[src/rtl/thermo_enc_dec_if.sv]
// Request/result bundle between a fabric-port translator and thermo_enc_dec.
// With THERMO_ENC_DEC_MULTIHOT_EN defined, the bundle also carries multi_hot.
interface thermo_enc_dec_if #(
    parameter int unsigned NUM_PORTS = 8
);
    localparam int unsigned WIDTH = $clog2(NUM_PORTS);

    logic                 in_valid;
    logic [NUM_PORTS-1:0] data_in;
    logic                 enc_valid;
    logic [WIDTH-1:0]     enc_idx;
    logic                 enc_zero;
    logic                 dec_valid;
    logic [NUM_PORTS-1:0] thermo_out;
    logic                 dec_zero;
`ifdef THERMO_ENC_DEC_MULTIHOT_EN
    logic                 multi_hot;

    modport master (
        output in_valid, data_in,
        input  enc_valid, enc_idx, enc_zero, dec_valid, thermo_out, dec_zero, multi_hot
    );
    modport slave (
        input  in_valid, data_in,
        output enc_valid, enc_idx, enc_zero, dec_valid, thermo_out, dec_zero, multi_hot
    );
`else
    modport master (
        output in_valid, data_in,
        input  enc_valid, enc_idx, enc_zero, dec_valid, thermo_out, dec_zero
    );
    modport slave (
        input  in_valid, data_in,
        output enc_valid, enc_idx, enc_zero, dec_valid, thermo_out, dec_zero
    );
`endif
endinterface

[src/rtl/thermo_enc_dec.sv]
// Two-stage registered priority encoder (MSB wins) followed by a thermometer decoder.
// Optional multi_hot flag is built only when THERMO_ENC_DEC_MULTIHOT_EN is defined.
module thermo_enc_dec #(
    parameter int unsigned NUM_PORTS = 8
) (
    input  logic           clk,
    input  logic           rst_n,
    thermo_enc_dec_if.slave bus
);
    localparam int unsigned WIDTH = $clog2(NUM_PORTS);

    logic                 enc_valid_q;
    logic [WIDTH-1:0]     enc_idx_q;
    logic [WIDTH-1:0]     enc_idx_d;
    logic                 enc_zero_q;
    logic                 dec_valid_q;
    logic [NUM_PORTS-1:0] thermo_q;
    logic [NUM_PORTS-1:0] thermo_d;
    logic                 dec_zero_q;

    // Highest set bit wins because later iterations overwrite earlier ones.
    always_comb begin
        enc_idx_d = '0;
        for (int unsigned i = 0; i < NUM_PORTS; i++) begin
            if (bus.data_in[i]) enc_idx_d = WIDTH'(i);
        end
    end

    // Any index at or above NUM_PORTS naturally yields all ones here.
    always_comb begin
        thermo_d = '0;
        for (int unsigned k = 0; k < NUM_PORTS; k++) begin
            thermo_d[k] = (k <= 32'(enc_idx_q));
        end
    end

    always_ff @(posedge clk or negedge rst_n) begin
        if (!rst_n) begin
            enc_valid_q <= 1'b0;
            enc_idx_q   <= '0;
            enc_zero_q  <= 1'b0;
        end else begin
            enc_valid_q <= bus.in_valid;
            if (bus.in_valid) begin
                enc_idx_q  <= enc_idx_d;
                enc_zero_q <= (bus.data_in == '0);
            end
        end
    end

    always_ff @(posedge clk or negedge rst_n) begin
        if (!rst_n) begin
            dec_valid_q <= 1'b0;
            thermo_q    <= '0;
            dec_zero_q  <= 1'b0;
        end else begin
            dec_valid_q <= enc_valid_q;
            if (enc_valid_q) begin
                thermo_q   <= enc_zero_q ? '0 : thermo_d;
                dec_zero_q <= enc_zero_q;
            end
        end
    end

`ifdef THERMO_ENC_DEC_MULTIHOT_EN
    logic multi_hot_q;
    logic multi_hot_d;

    // Clearing the lowest set bit leaves something only if two or more bits were set.
    assign multi_hot_d = ((bus.data_in & (bus.data_in - NUM_PORTS'(1))) != '0);

    always_ff @(posedge clk or negedge rst_n) begin
        if (!rst_n) begin
            multi_hot_q <= 1'b0;
        end else if (bus.in_valid) begin
            multi_hot_q <= multi_hot_d;
        end
    end

    assign bus.multi_hot = multi_hot_q;
`endif

    assign bus.enc_valid  = enc_valid_q;
    assign bus.enc_idx    = enc_idx_q;
    assign bus.enc_zero   = enc_zero_q;
    assign bus.dec_valid  = dec_valid_q;
    assign bus.thermo_out = thermo_q;
    assign bus.dec_zero   = dec_zero_q;

endmodule

[src/flat_wrapper.sv]
// flat-port wrapper written by rule: the top's interface ports become plain ports
module thermo_enc_dec_flat 
#(
    parameter int unsigned NUM_PORTS = 8
)
  (clk, rst_n, bus_in_valid, bus_data_in, bus_enc_valid, bus_enc_idx, bus_enc_zero, bus_dec_valid, bus_thermo_out, bus_dec_zero);
  thermo_enc_dec_if #(.NUM_PORTS(NUM_PORTS)) bus_i ();
  input  logic clk;
  input  logic rst_n;
  input wire logic [$bits(bus_i.in_valid)-1:0] bus_in_valid;
  input wire logic [$bits(bus_i.data_in)-1:0] bus_data_in;
  output wire logic [$bits(bus_i.enc_valid)-1:0] bus_enc_valid;
  output wire logic [$bits(bus_i.enc_idx)-1:0] bus_enc_idx;
  output wire logic [$bits(bus_i.enc_zero)-1:0] bus_enc_zero;
  output wire logic [$bits(bus_i.dec_valid)-1:0] bus_dec_valid;
  output wire logic [$bits(bus_i.thermo_out)-1:0] bus_thermo_out;
  output wire logic [$bits(bus_i.dec_zero)-1:0] bus_dec_zero;
  assign bus_i.in_valid = bus_in_valid;
  assign bus_i.data_in = bus_data_in;
  assign bus_enc_valid = bus_i.enc_valid;
  assign bus_enc_idx = bus_i.enc_idx;
  assign bus_enc_zero = bus_i.enc_zero;
  assign bus_dec_valid = bus_i.dec_valid;
  assign bus_thermo_out = bus_i.thermo_out;
  assign bus_dec_zero = bus_i.dec_zero;
  thermo_enc_dec #(.NUM_PORTS(NUM_PORTS)) u_core (.clk(clk), .rst_n(rst_n), .bus(bus_i));
endmodule
[config.mk]
export PLATFORM = sky130hd
export DESIGN_NAME = thermo_enc_dec_flat
export DESIGN_NICKNAME = d
export VERILOG_FILES = /design/src/rtl/thermo_enc_dec_if.sv /design/src/rtl/thermo_enc_dec.sv /design/src/flat_wrapper.sv
export SDC_FILE = /design/constraint.sdc
export NUM_CORES = 1
export LEC_CHECK = 0
export CAP_MARGIN = 20
export CORE_UTILIZATION = 33
export CTS_CLUSTER_SIZE = 20
export DETAILED_ROUTE_END_ITERATION = 7
export MAX_ROUTING_LAYER = met4
export PLACE_DENSITY = 0.62
export SLEW_MARGIN = 0
export SYNTH_ARGS = -nofsm -noshare
export SYNTH_HDL_FRONTEND = slang
export SYNTH_SLANG_ARGS = --single-unit
[constraint.sdc]
create_clock -name clk -period 1.1 [get_ports clk]
set_input_delay 0.22 -clock clk [delete_from_list [all_inputs] [get_ports clk]]
set_output_delay 0.22 -clock clk [all_outputs]
set_load 0.03 [all_outputs]
==> results of run 1 <==
cells in the final DEF (no fill, tap or decap), drive strengths merged:
| cell type | Yosys | routed |
|---|---|---|
| a21oi | 2 | 2 |
| a221o | 1 | 1 |
| a31oi | 2 | 2 |
| buf | 1 | 28 |
| clkbuf | 1 | 3 |
| clkdlybuf4s50 | 0 | 8 |
| clkinv | 0 | 1 |
| dfrtp | 15 | 15 |
| dlymetal6s2s | 0 | 2 |
| inv | 9 | 9 |
| mux2 | 3 | 3 |
| nand2 | 1 | 1 |
| nand2b | 1 | 1 |
| nand3 | 2 | 2 |
| nand4 | 1 | 1 |
| nor2 | 7 | 7 |
| nor2b | 1 | 1 |
| nor3 | 1 | 1 |
| nor4 | 2 | 2 |
| o211ai | 2 | 2 |
| o21ai | 7 | 7 |
| o22ai | 1 | 1 |
cells by family after synthesis:
group	after synthesis	share of synthesized area, %
buffers and inverters	11	6.89
flip-flops	15	60.9
AND/OR/NAND/NOR	16	12.4
AO/OA/AOI/OAI	15	14.4
multiplexers	3	5.48
power by group through the flow:
stage / sequential [W] / combinational [W] / clock, W
global placement: 0.000623 / 0.000275 / 0
finish: 0.000612 / 0.000313 / 0.000317
global route: 0.000616 / 0.000341 / 0.000349
CTS: 0.000611 / 0.000311 / 0.000326
floorplan: 0.000703 / 0.0000531 / 0
detailed placement: 0.000625 / 0.000277 / 0
worst paths after layout:
check | slack (ns) | start | endpoint | cells past startpoint
worst max-delay path | -0.07 | u_core.bus.enc_idx[1] | bus_enc_idx[1] | 2
worst min-delay path | 0.24 | rst_n | u_core.bus.thermo_out[7] | 2
worst max register to register | 0.03 | u_core.bus.enc_idx[1] | u_core.bus.thermo_out[2] | 4
worst min register to register | 0.52 | u_core.bus.dec_zero | u_core.bus.dec_zero | 1
max in group asynchronous | 0.67 | rst_n | u_core.bus.enc_idx[1] | 2
min in group clk | 0.28 | bus_data_in[2] | u_core.bus.enc_zero | 4
layer usage:
metal,vias to the layer above,global-route usage (%)
met5,-,-
met4,0,9.09
met3,2,3.60
met2,21,25.5
met1,268,18.6
li1,286,-
registers in the layout, summed over array words and instances, names as in the netlist:
| name | count |
|---|---|
| u_core.bus.enc_valid | 1 |
| u_core.bus.thermo_out | 8 |
| u_core.bus.enc_idx | 3 |
| u_core.bus.dec_zero | 1 |
| u_core.bus.dec_valid | 1 |
| u_core.bus.enc_zero | 1 |
through the flow:
step / worst slack, ns / cells / utilization (%) / setup TNS (ns)
after floorplan: 0.00559 / 60 / - / 0
after global placement: -0.252 / 114 / 51.6 / -0.760
after detailed placement: -0.279 / 114 / 51.6 / -0.833
after CTS: -0.0715 / 125 / 57.3 / -0.170
after global routing: -0.104 / 125 / 58.9 / -0.301
final: -0.0681 / 125 / 58.9 / -0.140
critical path: stages, from the launching register on:
cell	delay, ns
dfrtp_2	0.42
buf_6	0.12
buf_6	0.13
layout make-up:
type / instances / area [um2]
clock inverter: 1 / 5.00
sequential: 15 / 380
timing repair buffer: 38 / 342
tap: 25 / 31.3
fill: 161 / 718
multi-input combinational: 34 / 213
inverter: 9 / 33.8
clock buffer: 3 / 22.5
repair_timing:
| action | CTS | global route |
|---|---|---|
| gates resized for setup | 6 | 7 |
| setup endpoints to repair | 5 | 13 |
| setup buffers | 7 | 0 |
| pin swaps | 0 | 2 |
==> summary.md, run 1 <==
| Metric | Value |
|---|---|
| Outcome | `finished with violations` |
| Failing checks | `setup timing` |
| Hold-fix buffers, CTS | `0` |
| Fin worst setup slack | `-0.0681 ns` |
| Power share of the clock group | `25.5%` |
| Logic pwr share | `25.2%` |
| Met1 Routed Length | `596 um` |
| Top layer reached by signal wires | `met4` |
| Kind of critical path | `flip-flop to output port` |
| Worst EP arrival | `~0.95 ns` |
| Finished Cell Area | `1030 um2` |
| Int Pwr | `just under 0.0009 W` |
| Commonest cells post-synth | `15 x dfrtp_1, 9 x inv_1, 7 x nor2_1` |
| Final min period | `approximately 1.2 ns` |
| First-pass GRT wire length | `2.24 mm` |
| Clk buf depth | `2` |
| HP Class | `input pin to asynchronous set/reset pin` |
| Die width | `45.2 um` |
| Sw Pwr | `0.000370 W` |
| WL final | `1.33 mm` |
| Via count | `~580` |
| P&R area growth vs syn | `66.5%` |
| Switching share of total power | `29.7%` |
| Number of synthesized flops with an enable pin | `0` |
| Gr ovfl total | `0` |
| Synth unique cells | `20` |
| DRC viols | `0` |
| # diodes | `0` |
| Post-synth top area cell | `dfrtp_1` |
| Vias per inst | `4.62` |
| Post-synthesis area per instance | `10.3 um2` |
| Peak VDD IR | `0.713 mV` |
| Syn Inst Count | `60` |
| Setup crit start kind | `flip-flop` |
| RSZ-0062 raised after global routing | `true` |
| Initial antenna violation count | `0` |
| Pin count of the biggest net entering global routing | `16` |
| IO Port Bufs | `25` |
| Io pins | `26` |
| Setup violations, final | `3` |
| Die H | `45.2 um` |
| Worst path required time | `0.88 ns` |
| Yosys Warn Count | `0` |
| Largest cells by area after synthesis | `dfrtp_1 61%, inv_1 5.5%, mux2_2 5.5%` |
| Hold Worst Slack | `0.244 ns` |
| Worst-Skew Late Latency | `0.28 ns` |
| Total GRT Usage | `16.0%` |
| Core Area | `1750 um2` |
| Layout cells sized above 1 | `approximately two fifths` |
| Total Power | `roughly 0.0012 W` |
| Core Rows | `15` |
| GP Congestion | `about 0.72` |
| Max_slew headroom | `80.3%` |
| Sequential element share of the synthesized area | `60.9%` |
| Power per Cell Area | `1210 nW/um2` |
| Seq pwr share | `about half` |
| Synth Register Bits | `15` |
| First-pass DRT Iterations | `4` |
| Max Cap Viol | `0` |
| H-tree Lvls | `1` |
| Placed wire-length estimate | `938 um` |
| Yosys top cell area share | `between 60% and 70%` |
| Ys async rst share | `100%` |
| Synthesized area | `617 um2` |
| Final Skew | `0.000655 ns` |
| Routed met3 length | `42 um` |
| Slew Viols, Final | `0` |
| Period utilisation layout | `106%` |
| Final ANT Viol Nets | `0` |
| Drt initial violations | `3` |
| Worst-margin pin slew | `0.293 ns` |
| Clock root cell | `clkbuf_4` |
| CTS buffer count | `3` |
| Clk slew on worst S/H paths | `0.09 ns` |
| Crit-path max FO | `2` |
| Peak Freq | `0.856 GHz` |
| Syn nets | `71` |
| Die footprint | `2050 um2` |
| Final-stage net count | `between 100 and 150` |
| Critical path endpoint category | `output port` |
| Starting Density | `about 35%` |
| Count leader, synth | `dfrtp_1` |
| TritonCTS clock tree | `done` |
| DP Area | `901 um2` |
| WL/cell | `10.6 um` |
| TritonCTS Sinks | `15` |
| P_leak | `0.485 nW` |
| Vias in the first global route | `521` |
| Final Hold Vio Count | `0` |
| Met2 Wirelength | `671 um` |
| Most used flip-flop cell after synthesis | `dfrtp_1` |
Power figures use the tool's default switching activity.
==> run 2: changes to the inputs <==
Settings changed: RECOVER_POWER set to 100, SETUP_SLACK_MARGIN set to 0.15.
==> run 2 against run 1 <==
The flow still finishes with violations (setup timing). Sequential power barely moved. Setup slack improved by 0.025 ns. Register-to-register slack got worse by 0.05 ns. Critical endpoint unchanged. Global-route usage rose by 2.6 points. Critical path depth did not move. Count of clock-buffer cells in the layout did not move. Utilization rose by 4.7 points. Via count rose by 8.8%. First-iteration DRC count rose by 67%. Flip-flop and latch count did not move.
==> summary.md, run 2 (synthesis gave the netlist of run 1 again) <==
| Metric | Value |
|---|---|
| Outcome | `finished with violations` |
| Failing checks | `setup timing` |
| Clk buf depth | `2 (unchanged)` |
| GP Congestion | `0.710 (-0.92%)` |
| Max Cap Viol | `0 (unchanged)` |
| Worst Hold Launch | `bus_in_valid` |
| CTS buffer count | `3 (unchanged)` |
| H-tree Lvls | `1 (unchanged)` |
| P_leak | `0.540 nW (+11%)` |
| Via count | `628 (+8.8%)` |
| Max_slew headroom | `71.6% (-8.7 points)` |
| IO Port Bufs | `25 (unchanged)` |
| Die width | `45.2 um (unchanged)` |
| CP delay by family, top | `flip-flops` |
| Starting Density | `35.3% (unchanged)` |
| Final min period | `1.14 ns (-0.0247 ns)` |
| Pin count of the biggest net entering global routing | `16 (unchanged)` |
| CP Launch Point | `u_core.bus.enc_idx[1]` |
| Critical path endpoint category | `output port` |
| Worst EP arrival | `0.92 ns (-0.03 ns)` |
| Vias in the first global route | `630 (+21%)` |
| Hold Worst Slack | `0.227 ns (-0.0177 ns)` |
| Power per Cell Area | `1150 nW/um2 (-5.2%)` |
| Final ANT Viol Nets | `0 (unchanged)` |
| Finished Cell Area | `1110 um2 (+8.0%)` |
| Commonest non-fill, non-tap cell in the layout | `buf_4` |
| Core Area | `1750 um2 (unchanged)` |
| First-pass GRT wire length | `2.62 mm (+17%)` |
| Setup violations, final | `4 (+1)` |
| Initial antenna violation count | `0 (unchanged)` |
| Final Hold Vio Count | `0 (unchanged)` |
| Die H | `45.2 um (unchanged)` |
| Peak VDD IR | `0.500 mV (-30%)` |
| Total GRT Usage | `18.6% (+2.6 points)` |
| Worst-Skew Late Latency | `0.27 ns (about the same)` |
| Worst Path Buf+Inv | `2 (unchanged)` |
| Peak Freq | `0.875 GHz (+2.2%)` |
| Max reg flops | `8 (unchanged)` |
| TritonCTS clock tree | `done` |
| Setup crit start kind | `flip-flop` |
| Io pins | `26 (unchanged)` |
| Core Rows | `15 (unchanged)` |
| HP Class | `input pin to flip-flop` |
| Final Skew | `0.00646 ns (+0.00580 ns)` |
| Slew Viols, Final | `0 (unchanged)` |
| # diodes | `0 (unchanged)` |
| Clk slew on worst S/H paths | `0.09 ns (about the same)` |
| DRC viols | `0 (unchanged)` |
| Critical path's most frequent cell | `buf_6` |
| Fin Setup TNS | `-0.0806 ns (+0.0594 ns)` |
| Gr ovfl total | `0 (unchanged)` |
| Total Power | `0.00127 W (+2.4%)` |
| Clock root cell | `clkbuf_4` |
| First-pass DRT Iterations | `4 (unchanged)` |
| Layout cells sized above 1 | `47.2% (+5.2 points)` |
| Worst-margin pin slew | `0.422 ns (+0.129 ns)` |
| Slowest cell on crit path | `dfrtp_2` |
| TritonCTS Sinks | `15 (unchanged)` |
| Fin worst setup slack | `-0.0434 ns (+0.0247 ns)` |
| Slowest stage delay, CP | `0.41 ns (about the same)` |
| P&R area growth vs syn | `79.9%` |
| Crit-path max FO | `2 (unchanged)` |
| Die footprint | `2050 um2 (unchanged)` |
| WL/cell | `12.1 um (+14%)` |
| Period utilisation layout | `104% (-2.2 points)` |
| Critical path cell sequence | `buf_6 > buf_6` |
| Worst path required time | `0.88 ns (about the same)` |
| Drt initial violations | `5 (+2)` |
| WL final | `1.61 mm (+21%)` |
| Fillers | `165 (+2.5%)` |
| Worst r2r src | `u_core.bus.enc_idx[2]` |
| Final-stage net count | `120 (+7.1%)` |
| Vias per inst | `4.72 (+2.3%)` |
| RSZ-0062 raised after global routing | `true` |
| Most frequent cells in the layout | `21 x buf_4, 12 x dfrtp_1, 8 x inv_1, 8 x buf_6` |
| Kind of critical path | `flip-flop to output port` |
| Hold-fix buffers, CTS | `0 (unchanged)` |
| DP Area | `901 um2 (unchanged)` |
-- run 2: cell types whose count changed in the layout (fill, tap and decap cells not counted), sizes merged --
cell	previous run	this run
bufbuf	0	1
dlygate4sd2	0	6
clkdlybuf4s50	8	2
buf	28	29
dlygate4sd3	0	1
dlymetal6s2s	2	0
clkbuf	3	10
-- run 2: worst paths after layout --
path | slack [ns] | endpoint | depth (start not counted)
worst max register to register | -0.02 | u_core.bus.thermo_out[4] | 3
worst max-delay path | -0.04 | bus_enc_idx[1] | 2
worst min register to register | 0.52 | u_core.bus.thermo_out[6] | 2
max in group asynchronous | 0.43 | u_core.bus.enc_idx[1] | 2
min in group asynchronous | 0.38 | u_core.bus.thermo_out[0] | 2
worst min-delay path | 0.23 | u_core.bus.enc_valid | 1
-- run 2: metrics by stage --
stage / worst slack (ns) / utilization, % / cells
finish: -0.0434 / 63.6 / 133
global route: -0.0756 / 63.6 / 133
detailed placement: -0.261 / 51.6 / 112
CTS: -0.0560 / 65.5 / 128
floorplan: 0.0190 / - / 60
global placement: -0.258 / 51.6 / 112
-- run 2: final cells by class --
type / count / area, um2 / area share (%)
tap: 25 / 31.3 / 2.82
multi-input combinational: 34 / 238 / 21.4
sequential: 15 / 379 / 34.2
timing repair buffer: 46 / 400 / 36.1
clock inverter: 1 / 5.00 / 0.451
clock buffer: 3 / 22.5 / 2.03
inverter: 9 / 33.8 / 3.04
-- run 2: power breakdown --
group | internal [W] | leakage [nW] | switching, W | total (W)
combinational | 0.000175 | 0.359 | 0.000184 | 0.000358
clock | 0.000134 | 0.0177 | 0.000167 | 0.000301
sequential | 0.000589 | 0.163 | 0.0000234 | 0.000612
-- run 2: metal layers --
metal / vias to the layer above / track usage, % / wire (um)
met5: - / - / 0
met4: 0 / 7.88 / 21
met1: 304 / 21.3 / 658
met2: 19 / 31.6 / 860
li1: 303 / - / -
met3: 2 / 3.60 / 67
-- run 2: what timing repair did --
action	4_1_cts	5_1_grt
hold endpoints to repair	0	0
setup endpoints to repair	21	27
pin swaps	7	3
buffers inserted	11	5
gates resized for setup	35	7
cloned	1	0
==> run 3: changes to the inputs <==
Settings changed: MAX_ROUTING_LAYER met4 to not set.
==> run 3 against run 2 <==
The flow still finishes with violations (setup timing). Die area is the same. Sequential power is essentially flat. Utilization is the same. Sequential share of layout area is the same. Global-route usage shrank 0.55 points. Largest power group unchanged.
==> summary.md, run 3 (synthesis gave the netlist of run 1 again) <==
| Metric | Value |
|---|---|
| Critical path's most frequent cell | `buf_6` |
| IO Port Bufs | `25 (unchanged)` |
| Max_slew headroom | `71.6% (unchanged)` |
| Setup violations, final | `4 (unchanged)` |
| Final min period | `1.14 ns (+0.000224 ns)` |
| DRC viols | `0 (unchanged)` |
| Fillers | `165 (unchanged)` |
| Kind of critical path | `flip-flop to output port` |
| HP Class | `input pin to flip-flop` |
| Failing checks | `setup timing` |
| Io pins | `26 (unchanged)` |
| WL/cell | `12.1 um (unchanged)` |
| Critical path endpoint category | `output port` |
| Final ANT Viol Nets | `0 (unchanged)` |
| # diodes | `0 (unchanged)` |
| Final Hold Vio Count | `0 (unchanged)` |
| Util after Layout | `63.6% (unchanged)` |
| Vias per inst | `4.75 (+0.64%)` |
| Die footprint | `2050 um2 (unchanged)` |
| GP Congestion | `0.702 (-1.1%)` |
| P&R area growth vs syn | `79.9% (unchanged)` |
| Max reg flops | `8 (unchanged)` |
| Non-filler instance count after layout | `133 (unchanged)` |
| RSZ-0062 raised after global routing | `true` |
| Crit-path max FO | `2 (unchanged)` |
| First-pass DRT Iterations | `4 (unchanged)` |
| Drt initial violations | `6 (+1)` |
| Die H | `45.2 um (unchanged)` |
| Max Cap Viol | `0 (unchanged)` |
| Fin Setup TNS | `-0.0788 ns (+0.00183 ns)` |
| Slowest stage delay, CP | `0.41 ns (about the same)` |
| TritonCTS clock tree | `done` |
| Finished Cell Area | `1110 um2 (unchanged)` |
| Gr ovfl total | `0 (unchanged)` |
| Worst-margin pin slew | `0.422 ns (unchanged)` |
| Clock root cell | `clkbuf_4` |
| Slowest cell on crit path | `dfrtp_2` |
| First-pass GRT wire length | `2.62 mm (-0.27%)` |
| Clk slew on worst S/H paths | `0.09 ns (about the same)` |
| Vias in the first global route | `631 (+0.16%)` |
| Peak Freq | `0.874 GHz (about the same)` |
| Peak VDD IR | `0.500 mV (about the same)` |
| Period utilisation layout | `104% (about the same)` |
| Final-stage net count | `120 (unchanged)` |
| P_leak | `0.540 nW (unchanged)` |
| Starting Density | `35.3% (unchanged)` |
| Final Skew | `0.00637 ns (-0.0000893 ns)` |
| H-tree Lvls | `1 (unchanged)` |
| Core Area | `1750 um2 (unchanged)` |
| Power per Cell Area | `1150 nW/um2 (about the same)` |
| WL final | `1.61 mm (unchanged)` |
| Dpl cells | `112 (unchanged)` |
| Commonest non-fill, non-tap cell in the layout | `buf_4` |
| Die width | `45.2 um (unchanged)` |
| DP Area | `901 um2 (unchanged)` |
| Worst EP arrival | `0.92 ns (about the same)` |
| Core Rows | `15 (unchanged)` |
| Critical path cell sequence | `buf_6 > buf_6` |
| Outcome | `finished with violations` |
| Most frequent cells in the layout | `21 x buf_4, 12 x dfrtp_1, 8 x inv_1, 8 x buf_6` |
| TritonCTS Sinks | `15 (unchanged)` |
| Pin count of the biggest net entering global routing | `16 (unchanged)` |
| Setup crit start kind | `flip-flop` |
| Worst path required time | `0.88 ns (about the same)` |
| CTS buffer count | `3 (unchanged)` |
| Layout cells sized above 1 | `47.2% (unchanged)` |
| Clk buf depth | `2 (unchanged)` |
| Slew Viols, Final | `0 (unchanged)` |
| Via count | `632 (+0.64%)` |
| Initial antenna violation count | `0 (unchanged)` |
| Total GRT Usage | `18.1% (-0.55 points)` |
| Worst-Skew Late Latency | `0.27 ns (about the same)` |
| Fin worst setup slack | `-0.0436 ns (-0.000224 ns)` |
[run 3: area by class of cell]
class / count / area [um2] / share of cell area [%]
sequential: 15 / 379 / 34.2
inverter: 9 / 33.8 / 3.04
clock inverter: 1 / 5.00 / 0.451
timing repair buffer: 46 / 400 / 36.1
tap: 25 / 31.3 / 2.82
multi-input combinational: 34 / 238 / 21.4
clock buffer: 3 / 22.5 / 2.03
[run 3: metal layers]
| metal | up-vias | track usage, % | wire length, um |
|---|---|---|---|
| met5 | - | 0 | 0 |
| met4 | 0 | 7.88 | 24 |
| met3 | 2 | 3.60 | 64 |
| met2 | 19 | 31.6 | 860 |
| met1 | 308 | 21.3 | 660 |
| li1 | 303 | - | - |
[run 3: what timing repair did]
item                                    4_1_cts  5_1_grt
hold buffers                                  0        0
cloned                                        1        0
endpoints found under the setup margin       21       27
buffers inserted                             11        5
pin swaps                                     7        3
resized for setup                            35        7
endpoints found under the hold margin         0        0
[run 3: critical path: cells and delay by family, from the launching register on]
| kind | cells | cell delay (ns) |
|---|---|---|
| buffers and inverters | 2 | 0.25 |
| flip-flops | 1 | 0.41 |
[run 3: final timing paths]
path                            slack [ns]                startpoint                        to  cells past startpoint
worst max-delay path                 -0.04     u_core.bus.enc_idx[1]            bus_enc_idx[1]                      2
worst min-delay path                  0.23              bus_in_valid      u_core.bus.enc_valid                      1
worst max register to register       -0.02     u_core.bus.enc_idx[2]  u_core.bus.thermo_out[4]                      3
worst min register to register        0.52  u_core.bus.thermo_out[6]  u_core.bus.thermo_out[6]                      2
max in group asynchronous             0.43                     rst_n     u_core.bus.enc_idx[1]                      2
min in group asynchronous             0.38                     rst_n  u_core.bus.thermo_out[0]                      2
[run 3: power by group]
group	switching, W	internal, W	leakage [nW]
registers	0.0000234	0.000589	0.163
clock network	0.000167	0.000134	0.0177
logic	0.000184	0.000175	0.359
[run 3: per-stage QoR]
step	hold WS, ns	power (W)	setup slack [ns]
2_1_floorplan	-0.0756	0.000759	0.0190
3_3_place_gp	0.490	0.000894	-0.258
3_5_place_dp	0.506	0.000897	-0.261
4_1_cts	0.252	0.00130	-0.0560
5_1_grt	0.243	0.00133	-0.0756
6_report	0.227	0.00127	-0.0436
